$ cat src/rtl/btn_pkg.sv
// Shared constants for the front-panel button conditioner: channel indices,
// default timing, and a counter-width helper.
package btn_pkg;

    // Channel assignment on the d/level/press/release buses
    localparam int BTN_SET    = 0;
    localparam int BTN_HOUR   = 1;
    localparam int BTN_MIN    = 2;
    localparam int BTN_ALARM  = 3;
    localparam int BTN_SNOOZE = 4;
    localparam int BTN_COUNT  = 5;

    // Default timing, in clk cycles (sync) or ce-qualified cycles (others)
    localparam int DEF_SYNC_STAGES     = 2;
    localparam int DEF_DEBOUNCE_CYCLES = 16;
    localparam int DEF_HOLD_CYCLES     = 500;
    localparam int DEF_REPEAT_CYCLES   = 100;

    // Bits needed to count 0..n-1; never less than one bit
    function automatic int cnt_width(input int n);
        return (n <= 1) ? 1 : $clog2(n);
    endfunction

endpackage

$ cat src/rtl/debounce_channel.sv
// One button channel: N-flop synchroniser, ce-qualified debounce counter,
// registered level and one-cycle press/release pulses.
// Optional auto-repeat of press while held: define BTN_AUTO_REPEAT_EN.
module debounce_channel
    import btn_pkg::*;
#(
    parameter int SYNC_STAGES     = DEF_SYNC_STAGES,
    parameter int DEBOUNCE_CYCLES = DEF_DEBOUNCE_CYCLES,
    parameter int HOLD_CYCLES     = DEF_HOLD_CYCLES,
    parameter int REPEAT_CYCLES   = DEF_REPEAT_CYCLES
) (
    input  logic clk_i,
    input  logic rst_i,
    input  logic ce_i,
    input  logic d_i,
    output logic level_o,
    output logic press_o,
    output logic release_o
);

    localparam int CNT_W = cnt_width(DEBOUNCE_CYCLES);
    localparam logic [CNT_W-1:0] CNT_LAST = CNT_W'(DEBOUNCE_CYCLES - 1);

    // Parameter sanity, caught at elaboration
    if (SYNC_STAGES < 2 || DEBOUNCE_CYCLES < 1 || HOLD_CYCLES < 1 || REPEAT_CYCLES < 1) begin : g_bad_params
        $error("debounce_channel: illegal parameter value");
    end

    logic [SYNC_STAGES-1:0] sync_q;
    logic [CNT_W-1:0]       cnt_q, cnt_d;
    logic                   level_q, level_d;
    logic                   press_q, press_d;
    logic                   release_q, release_d;
    logic                   sync_w;
    logic                   toggle_w;
    logic                   rise_w, fall_w;
    logic                   rep_fire_w;

    assign sync_w = sync_q[SYNC_STAGES-1];

    // Debounce: count ce cycles of disagreement; any agreement clears the run
    always_comb begin
        cnt_d    = cnt_q;
        toggle_w = 1'b0;
        if (sync_w == level_q) begin
            cnt_d = '0;
        end else if (ce_i) begin
            if (cnt_q == CNT_LAST) begin
                cnt_d    = '0;
                toggle_w = 1'b1;
            end else begin
                cnt_d = cnt_q + 1'b1;
            end
        end
    end

    assign level_d = level_q ^ toggle_w;
    assign rise_w  = toggle_w & ~level_q;
    assign fall_w  = toggle_w & level_q;

`ifdef BTN_AUTO_REPEAT_EN
    localparam int HOLD_MAX = (HOLD_CYCLES > REPEAT_CYCLES) ? HOLD_CYCLES : REPEAT_CYCLES;
    localparam int HOLD_W   = cnt_width(HOLD_MAX);
    localparam logic [HOLD_W-1:0] HOLD_LAST = HOLD_W'(HOLD_CYCLES - 1);
    localparam logic [HOLD_W-1:0] REP_LAST  = HOLD_W'(REPEAT_CYCLES - 1);

    logic [HOLD_W-1:0] hold_q, hold_d;
    logic              repeating_q, repeating_d;

    // Hold timer: first interval is HOLD_CYCLES, later ones REPEAT_CYCLES;
    // a falling level in the same cycle suppresses the repeat
    always_comb begin
        hold_d      = hold_q;
        repeating_d = repeating_q;
        rep_fire_w  = 1'b0;
        if (!level_q) begin
            hold_d      = '0;
            repeating_d = 1'b0;
        end else if (ce_i) begin
            if (hold_q == (repeating_q ? REP_LAST : HOLD_LAST)) begin
                hold_d      = '0;
                repeating_d = 1'b1;
                rep_fire_w  = ~fall_w;
            end else begin
                hold_d = hold_q + 1'b1;
            end
        end
    end

    // Hold timer state
    always_ff @(posedge clk_i or posedge rst_i) begin
        if (rst_i) begin
            hold_q      <= '0;
            repeating_q <= 1'b0;
        end else begin
            hold_q      <= hold_d;
            repeating_q <= repeating_d;
        end
    end
`else
    assign rep_fire_w = 1'b0;
`endif

    // rise needs level_q=0 and a repeat needs level_q=1, so they never overlap
    assign press_d   = rise_w | rep_fire_w;
    assign release_d = fall_w;

    // Synchroniser shifts every clk; debounce state and pulses are registered
    always_ff @(posedge clk_i or posedge rst_i) begin
        if (rst_i) begin
            sync_q    <= '0;
            cnt_q     <= '0;
            level_q   <= 1'b0;
            press_q   <= 1'b0;
            release_q <= 1'b0;
        end else begin
            sync_q    <= {sync_q[SYNC_STAGES-2:0], d_i};
            cnt_q     <= cnt_d;
            level_q   <= level_d;
            press_q   <= press_d;
            release_q <= release_d;
        end
    end

    assign level_o   = level_q;
    assign press_o   = press_q;
    assign release_o = release_q;

endmodule

$ cat src/rtl/button_conditioner.sv
// Multi-channel front-panel input conditioner (SET, HOUR, MIN, ALARM_ON,
// SNOOZE by default). Each channel is an independent debounce_channel.
// Optional auto-repeat of press while held: define BTN_AUTO_REPEAT_EN.
module button_conditioner
    import btn_pkg::*;
#(
    parameter int CHANNELS        = BTN_COUNT,
    parameter int SYNC_STAGES     = DEF_SYNC_STAGES,
    parameter int DEBOUNCE_CYCLES = DEF_DEBOUNCE_CYCLES,
    parameter int HOLD_CYCLES     = DEF_HOLD_CYCLES,
    parameter int REPEAT_CYCLES   = DEF_REPEAT_CYCLES
) (
    input  logic                clk_i,
    input  logic                rst_i,
    input  logic                ce_i,
    input  logic [CHANNELS-1:0] d_i,
    output logic [CHANNELS-1:0] level_o,
    output logic [CHANNELS-1:0] press_o,
    output logic [CHANNELS-1:0] release_o
);

    for (genvar ch = 0; ch < CHANNELS; ch++) begin : g_chan
        debounce_channel #(
            .SYNC_STAGES    (SYNC_STAGES),
            .DEBOUNCE_CYCLES(DEBOUNCE_CYCLES),
            .HOLD_CYCLES    (HOLD_CYCLES),
            .REPEAT_CYCLES  (REPEAT_CYCLES)
        ) u_chan (
            .clk_i    (clk_i),
            .rst_i    (rst_i),
            .ce_i     (ce_i),
            .d_i      (d_i[ch]),
            .level_o  (level_o[ch]),
            .press_o  (press_o[ch]),
            .release_o(release_o[ch])
        );
    end

endmodule

$ cat config.mk
export PLATFORM = sky130hd
export DESIGN_NAME = button_conditioner
export DESIGN_NICKNAME = d
export VERILOG_FILES = /design/src/rtl/btn_pkg.sv /design/src/rtl/debounce_channel.sv /design/src/rtl/button_conditioner.sv
export SDC_FILE = /design/constraint.sdc
export NUM_CORES = 1
export LEC_CHECK = 0
export ABC_CLOCK_PERIOD_IN_PS = 1500
export CAP_MARGIN = 20
export CORE_MARGIN = 5
export CORE_UTILIZATION = 49
export DETAILED_ROUTE_END_ITERATION = 12
export PLACE_DENSITY_LB_ADDON = 0.08
export SYNTH_ARGS = -nofsm -noshare
export SYNTH_HDL_FRONTEND = slang
export SYNTH_SLANG_ARGS = --single-unit
$ cat constraint.sdc
create_clock -name clk_i -period 1.5 [get_ports clk_i]
set_clock_uncertainty 0.15 [all_clocks]
set_input_delay 0.375 -clock clk_i [delete_from_list [all_inputs] [get_ports clk_i]]
set_output_delay 0.375 -clock clk_i [all_outputs]
set_load 0.05 [all_outputs]
==> run metrics <==
Final Core Density 0.6591; final max-slew violation count 0; deepest clock path buffer count 2; maximum number of pins on one net before global-route repair 46; syn_area_per_cell ~12 µm²; synth-to-layout area growth 27.47%; origin of the worst min-delay path g_chan[4].u_chan.sync_q[0]$_DFF_PP0_; CP delay by family, top flip-flops; kind of start point of the critical path flop; setup repair after global routing missed its margin no; number of detailed-routing iterations run before antenna repair 5; data arrival time at the worst-slack endpoint 1.49 ns; half-perimeter wire length of the detailed placement result between 2 and 2.5 mm; internal portion of total power 1.864 mW; logic depth of the worst register-to-register path 3; level count of the clock H-tree 2; power share of the combinational group 0.065; area of all placed cells without fillers between 2000 and 2500 µm²; Data required, critical path between 1.5 and 2 ns; Clk pwr share 0.391; Non-Filler Instances about 240; total length of routed wires 3.288 mm; sort of element at the end of the critical path flop; number of clock sinks 45; proportion of power drawn by flip-flops and latches 0.544; critical path fanouts, max 5; filler cell count in the final layout approximately 300; number of endpoints with negative hold slack in the final report 0; DR WL/cell 13.82 µm; final period demand of the worst path around 1.5 ns; Leak Pwr between 1 and 1.5 nW; start of the worst register-to-register path g_chan[0].u_chan.cnt_q[0]$_DFFE_PP0P_; Worst Setup Path Type reg2reg; highest cell delay on the worst timing path approximately 0.43 ns; io pins 23; Cell Chain, Critical Path ha_1 > nand4_1 > mux2_2; vias around 1300; initial core utilization 0.5170; net switching fraction of the power 0.2084; Chip Height around 73 µm; Remaining DRCs 0; placeable core region 3744 µm²; GRT Total Usage 0.1388; vias per std cell 5.315; post-detailed-placement cell area 2336 µm²; Final Setup Violations 0; Hold/Removal Path Class reg2reg; flop2flop setup slack 0.04 ns; first-pass GRT wire length 5.630 mm; number of cells in the design after placement 230; Slew Limit Headroom 0.7449; Worst Hold Depth 0; Die ar. 5307 µm²; Antenna Cells 0; Ys Warns 0; synthesized netlist cell count between 150 and 200; insertion delay of the later-clocked pin in the worst-skew pair a little under 0.3 ns; Final ANT Viol Nets 0; slew at the pin with the worst max-slew slack about 0.38 ns; total standard cell area after synthesis approximately 1900 µm²; Iter 0 DRT Violations 85; Worst VDD drop 0.0009680 V; Worst Hold End g_chan[4].u_chan.sync_q[1]$_DFF_PP0_; total net switching power slightly below 0.5 mW; worst hold slack 0.2058 ns; Post-Syn Nets 180; outcome completed; total grt overflow 0; fraction of layout instances using a drive strength above 1 0.2474; cell with the biggest individual delay on the critical path dfrtp_1; maximum frequency from static timing analysis between 600 and 700 MHz; Seq cells post-synth between 40 and 50; hold-fix buffer count after cts 0; Crit path buffers/inverters 0; placer's final routability congestion estimate approximately 0.8; share of synthesized area occupied by flip-flops and latches 0.5818; cts bufs inserted 5; clock tree from TritonCTS yes; width of the chip ~73 µm; vias in the first global route ~1300; post-layout net count 202; distinct cell type count of the synthesized netlist 23; part of the cycle the worst path needs 0.9713; buffer type at the clock tree root clkbuf_8; number of port buffers 22; register clock-pin slew on the reported worst setup and hold paths 0.08 ns; total power per unit cell area about 950 nW/µm²; antenna violations before repair 0; cell row count 22; number of max-cap violations 0; Total Power between 2 and 2.5 mW
==> placed cells by master, fill, tap and decap left out, drive strengths merged <==
cell type and n:
a21oi 13, a31oi 1, a41oi 1, buf 26
bufinv 1, clkbuf 7, clkdlybuf4s50 6, clkinvlp 1
dfrtp 45, dlygate4sd2 1, ha 5, mux2 5
mux2i 6, nand2 13, nand2b 4, nand3 5
nand3b 4, nand4 5, nor2 12, nor3 1
nor3b 10, o21ai 4, or3 4, xnor2 5
xor2 5
==> power groups by stage <==
stage / sequential (mW) / combinational, mW / clock (mW)
6_report: 1.28 / 0.154 / 0.921
3_5_place_dp: 1.30 / 0.156 / 0
3_3_place_gp: 1.30 / 0.146 / 0
2_1_floorplan: 1.30 / 0.0935 / 0
4_1_cts: 1.28 / 0.155 / 0.959
5_1_grt: 1.29 / 0.173 / 1.01
==> cells in the mapped netlist (all sizes together) <==
master	instances	area, µm²
dfrtp	45	1126
buf	17	125.1
a21oi	13	65.06
nand2	13	48.80
nor2	12	45.04
nor3b	10	75.07
mux2i	6	60.06
ha	5	62.56
mux2	5	56.30
nand3	5	25.02
nand4	5	31.28
xnor2	5	43.79
xor2	5	43.79
nand2b	4	25.02
nand3b	4	30.03
o21ai	4	20.02
or3	4	25.02
a31oi	1	6.260
a41oi	1	8.760
clkbuf	1	3.750
inv	1	3.750
nor3	1	5.000
==> final cells by class <==
class,instances,area [µm²],area share
Clock inverter,1,30.03,0.01217
Sequential cell,45,1132,0.4589
Tap cell,48,60.06,0.02434
Multi-Input combinational cell,103,686.9,0.2784
Clock buffer,7,86.33,0.03499
Inverter,1,7.507,0.003043
Timing Repair Buffer,33,464.2,0.1881
==> worst max-delay path by stage <==
stage / from / to / depth (start not counted)
final: g_chan[0].u_chan.cnt_q[0]$_DFFE_PP0P_ / flop / 3
after global routing: g_chan[3].u_chan.cnt_q[0]$_DFFE_PP0P_ / flop / 3
after CTS: flop / level_o[0] / 1
after detailed placement: ce_i / g_chan[4].u_chan.cnt_q[3]$_DFFE_PP0P_ / 5
after global placement: ce_i / flop / 4
after floorplan: g_chan[0].u_chan.cnt_q[0]$_DFFE_PP0P_ / flop / 3
==> per-stage QoR <==
step	setup WS, ns	TNS, ns
floorplan	0.1322	0
global placement	-0.3158	-7.092
detailed placement	-0.3741	-8.050
CTS	0.02347	0
global route	0.005717	0
finish	0.04300	0
==> metal layers <==
| metal | vias to the layer above | global-route usage | share of wire |
|---|---|---|---|
| li1 | 604 | - | - |
| met2 | 30 | 0.2405 | 0.54 |
| met4 | 0 | 0.05533 | 0.012 |
| met3 | 4 | 0.04545 | 0.047 |
| met1 | 627 | 0.1572 | 0.40 |
| met5 | - | 0 | 0 |
==> what timing repair did <==
action,CTS,global route
endpoints found under the setup margin,5,7
pin swaps,0,1
resized for setup,1,8
cloned,0,0
buffers inserted,0,0
hold endpoints to repair,0,0
==> kinds of logic after synthesis <==
group	share of synthesized area
buffers and inverters	0.06852
and+or+nand+nor	0.1603
xor gates and xnor gates	0.04525
AOI/OAI and AO/OA	0.05172
DFF	0.5818
adders and majority gates	0.03232
muxes	0.06012
No activity file was read; power rests on OpenSTA's default activity.
